<file path="config.mk">
export PLATFORM = sky130hd
export DESIGN_NAME = tff_count_ctrl
export DESIGN_NICKNAME = d
export VERILOG_FILES = /design/src/rtl/tff_ctrl_pkg.sv /design/src/rtl/tff_bit.sv /design/src/rtl/tff_count_ctrl.sv
export SDC_FILE = /design/constraint.sdc
export NUM_CORES = 1
export LEC_CHECK = 0
export BUFFER_PORTS_ARGS = -buffer_cell sky130_fd_sc_hd__buf_2
export CORE_MARGIN = 8
export CORE_UTILIZATION = 57
export CTS_BUF_LIST = sky130_fd_sc_hd__clkbuf_2
export DETAILED_ROUTE_END_ITERATION = 7
export PLACE_DENSITY = 0.83
export SLEW_MARGIN = 25
export SYNTH_ARGS = -nofsm -noshare
export SYNTH_HDL_FRONTEND = slang
export SYNTH_SLANG_ARGS = --single-unit
</file>
<file path="constraint.sdc">
create_clock -name clk -period 4.36 [get_ports clk]
set_input_delay 0.218 -clock clk [delete_from_list [all_inputs] [get_ports clk]]
set_output_delay 0.218 -clock clk [all_outputs]
set_load 0.01 [all_outputs]
</file>
<file path="src/rtl/tff_ctrl_pkg.sv">
// Shared definitions for the T flip-flop counter controller.
//   state_t            : controller states IDLE / RUN / DONE
//   TFF_WIDTH_DEFAULT  : default counter width in bits
package tff_ctrl_pkg;

    localparam int TFF_WIDTH_DEFAULT = 8;

    typedef enum logic [1:0] {
        IDLE = 2'd0,
        RUN  = 2'd1,
        DONE = 2'd2
    } state_t;

endpackage

</file>
<file path="src/rtl/tff_bit.sv">
// Single T flip-flop with synchronous active-low clear.
//   clk   : rising-edge clock
//   rst_n : synchronous active-low reset, clears q
//   t     : toggle enable
//   q     : flip-flop state
module tff_bit (
    input  logic clk,
    input  logic rst_n,
    input  logic t,
    output logic q
);

    always_ff @(posedge clk) begin
        if (!rst_n)
            q <= 1'b0;
        else if (t)
            q <= ~q;
    end

endmodule

</file>
<file path="src/rtl/tff_count_ctrl.sv">
// Start/stop controlled up-counter built from WIDTH T flip-flops. The
// controller only steers the T inputs: increment, clear (T=Q) or hold.
//   clk   : rising-edge clock
//   rst_n : synchronous active-low reset
//   start : begin counting (accepted in IDLE when stop=0)
//   stop  : abort; clears count and returns to IDLE
//   mode  : 0 one-shot, 1 auto-reload (latched with start)
//   term  : terminal count (latched with start)
//   count : T flip-flop Q vector
//   busy  : registered, high in RUN or DONE
//   done  : registered, one-cycle pulse on terminal count
module tff_count_ctrl
    import tff_ctrl_pkg::*;
#(
    parameter int WIDTH = TFF_WIDTH_DEFAULT
) (
    input  logic             clk,
    input  logic             rst_n,
    input  logic             start,
    input  logic             stop,
    input  logic             mode,
    input  logic [WIDTH-1:0] term,
    output logic [WIDTH-1:0] count,
    output logic             busy,
    output logic             done
);

    state_t           state, state_nxt;
    logic [WIDTH-1:0] term_q, term_nxt;
    logic             mode_q, mode_nxt;
    logic             done_nxt;
    logic [WIDTH-1:0] t_inc;
    logic [WIDTH-1:0] t;

    // Ripple-carry toggle pattern: bit i toggles when all lower bits are 1.
    always_comb begin
        t_inc[0] = 1'b1;
        for (int i = 1; i < WIDTH; i++)
            t_inc[i] = t_inc[i-1] & count[i-1];
    end

    always_comb begin
        state_nxt = state;
        term_nxt  = term_q;
        mode_nxt  = mode_q;
        done_nxt  = 1'b0;
        t         = '0;
        case (state)
            IDLE: begin
                if (start && !stop) begin
                    term_nxt  = term;
                    mode_nxt  = mode;
                    state_nxt = RUN;
                end
            end
            RUN: begin
                // stop outranks a terminal match in the same cycle
                if (stop) begin
                    t         = count;
                    state_nxt = IDLE;
                end else if (count == term_q) begin
                    done_nxt = 1'b1;
                    if (mode_q) begin
                        t = count;          // reload to 0, stay in RUN
                    end else begin
                        state_nxt = DONE;   // hold at term for the DONE cycle
                    end
                end else begin
                    t = t_inc;
                end
            end
            DONE: begin
                t         = count;
                state_nxt = IDLE;
            end
            default: begin
                t         = count;
                state_nxt = IDLE;
            end
        endcase
    end

    always_ff @(posedge clk) begin
        if (!rst_n) begin
            state  <= IDLE;
            term_q <= '0;
            mode_q <= 1'b0;
            done   <= 1'b0;
            busy   <= 1'b0;
        end else begin
            state  <= state_nxt;
            term_q <= term_nxt;
            mode_q <= mode_nxt;
            done   <= done_nxt;
            busy   <= (state_nxt != IDLE);
        end
    end

    for (genvar i = 0; i < WIDTH; i++) begin : g_bit
        tff_bit u_bit (
            .clk   (clk),
            .rst_n (rst_n),
            .t     (t[i]),
            .q     (count[i])
        );
    end

endmodule

</file>
==> run metrics <==
share of the synthesized area in the top cell type around 37%; Max Slew Vio Count 0; Post-Syn Nets approximately 150; asr flop ratio synth 0%; DIE AREA approximately 3700 µm²; Cell Rows 16; f_max 530 MHz; H-tree depth 1; Max transition margin between 40% and 50%; Die X around 61 µm; dominant cells by area after synthesis dfxtp_1 37%, nand2_1 7.9%, a21boi_0 5.9%; Ports 23; share of cells above drive strength 1 ~26%; setup_tns 0 ns; max cap viols 0; met3 GRT Util between 2 and 3%; P_leak 0.000525 µW; vias per cell 5.49; most numerous cell in the Yosys netlist nand2_1; antenna fix cells 0; maximum VDD drop roughly 200 µV; drt initial violations 31; final hold viol count 0; GP Congestion 0.902; startpoint types register; post-DP HPWL between 1.5 and 2 mm; fill cell count between 150 and 200; sequential area share after synthesis 36.6%; synth unique cells 36; WP data arrival roughly 2.1 ns; status complete, no violations; met1 Use GR ~17%; slowest CP cell dfxtp_1; CTS tree done; Yosys top cell by area dfxtp_1; largest net degree at the start of global routing 14; CP Capture Type register; post-cts gate resize count 0; slowest stage delay, CP between 0.5 and 0.6 ns; Num CTS Buffers 3; grt ovf 0; die height around 61 µm; Crit Path Category register to register; #FFs+latches synth 21; drt first pass iters 4; Clock Tree Buf Depth 2; worst-path fanout max 8; Wirelength per Cell 13.5 µm; synth warn 0; wirelength, routed 2.30 mm; Core Region about 1900 µm²; part of the cycle the worst path needs 43.3%; CP required around 4.6 ns; Final setup viols 0; power per cell area between 200 and 300 nW/µm²; Buf/Inv on CP 0; met2 GRT Util between 20% and 30%; P&R area growth vs syn 6.22%; min cycle time layout approximately 1.9 ns; post-CTS setup buffers 0; vias in the first global route about 830; RSZ-0062 raised after global routing false; fin cells 171; GR peak layer met2; # DRC 0; Worst Setup SP g_bit[3].u_bit.q; Clock Pin Slew Worst Setup and Hold Paths around 0.19 ns; Antenna Violating Nets Remaining 0; via count 939; initial antenna violation count 0; placed cell area 1200 µm²; r2r startpoint g_bit[3].u_bit.q; min-delay src mode; Avg Cell Area, Syn just under 9 µm²; post-route cell area between 1000 and 1500 µm²; Post-Route Skew 0.00274 ns; initial core utilization ~60%; Mapped Area between 1000 and 1500 µm²; multi-input logic area approximately 620 µm²; overall routing resource usage between 10% and 20%; Skew-Pair Late Insertion Delay approximately 0.32 ns; top cells by count, synth 24 x nand2_1, 21 x dfxtp_1, 9 x a21boi_0, 9 x nor2_1, 8 x buf_4; hold_buf cts 0; Mapped Cells roughly 130; crit path cell chain xor2_2, nor4_4, a31oi_2, o21ai_2, o31ai_2; I/O Buffers 22; first-pass GRT wire length around 3.7 mm; EDFF count, synth 0; placed cell count 167; r2r setup slk 2.47 ns; Hold Crit Class primary input to register; clk root buf clkbuf_2; Register Area around 420 µm²; Slew @ Worst Pin 0.804 ns; Net count, final about 160; number of clock sinks 21; Top FF cell, synth dfxtp_1; critical path's top delay family compound AO/OA/AOI/OAI gates
-- cell families after synthesis --
family / count (synthesis) / synth area share [%]
and+or+nand+nor: 57 / 28.0
AOI/OAI and AO/OA: 26 / 17.7
DFF: 21 / 36.6
buffers and inverters: 18 / 9.38
xor gates and xnor gates: 10 / 8.29
-- metrics by stage --
stage	utilization, %	power (µW)	setup WS, ns	hold slack, ns
finish	63.4	336	2.47	0.105
global route	63.4	352	2.39	0.0779
CTS	63.4	337	2.49	0.101
detailed placement	62.4	256	2.51	0.472
global placement	62.4	255	2.60	0.464
floorplan	-	244	2.69	0.363
-- layer usage --
layer	vias to the layer above	part of all wire (%)	wire length, µm
li1	471	-	-
met1	432	48	1100
met2	32	46	1060
met3	4	5.3	121
met4	0	1.0	23
met5	-	0	0
-- layout make-up --
type / count / share of cell area, %
clock buffers: 4 / 1.64
inverters: 4 / 1.23
multi-input cells: 93 / 50.8
flip-flops and latches: 21 / 34.5
well taps: 27 / 2.77
repair buffers: 22 / 9.03
-- flip-flops by register name, indices dropped and copies added, names as in the netlist --
| register | flops |
|---|---|
| busy | 1 |
| done | 1 |
| g_bit.u_bit.q | 8 |
| mode_q | 1 |
| state | 2 |
| term_q | 8 |
-- report_power, final --
group / total (µW) / internal, µW / leakage [µW] / switching [µW]
sequential: 203 / 198 / 0.000171 / 5.35
clock: 83.8 / 24.3 / 0.0000166 / 59.5
combinational: 49.2 / 18.9 / 0.000338 / 30.3
-- placed cells by master, fill, tap and decap left out, types with 2 or more instances in the layout --
master and count:
a211oi_1 3, a21boi_0 9, a21oi_1 4, a22oi_1 3, and2_1 2, buf_2 22, clkbuf_2 4, dfxtp_1 21
inv_1 4, nand2_1 24, nand4_1 4, nand4b_1 3, nor2_1 9, nor2b_1 2, nor3_1 3, nor4_4 2
o31ai_2 2, xnor2_1 2, xor2_1 7
-- worst reg2reg max path, delay by kind of cell (launching register included) --
kind / cells / cell delay (ns)
AOI/OAI and AO/OA: 3 / 0.59
DFF: 1 / 0.56
and+or+nand+nor: 1 / 0.52
xor gates and xnor gates: 1 / 0.14
-- path summary, 6_finish.rpt --
| check | end | cells past startpoint |
|---|---|---|
| worst max-delay path | g_bit[7].u_bit.q | 5 |
| worst min register to register | term_q[0] | 2 |
| worst max register to register | g_bit[7].u_bit.q | 5 |
| worst min-delay path | mode_q | 3 |
(Power assumes the default switching activity.)
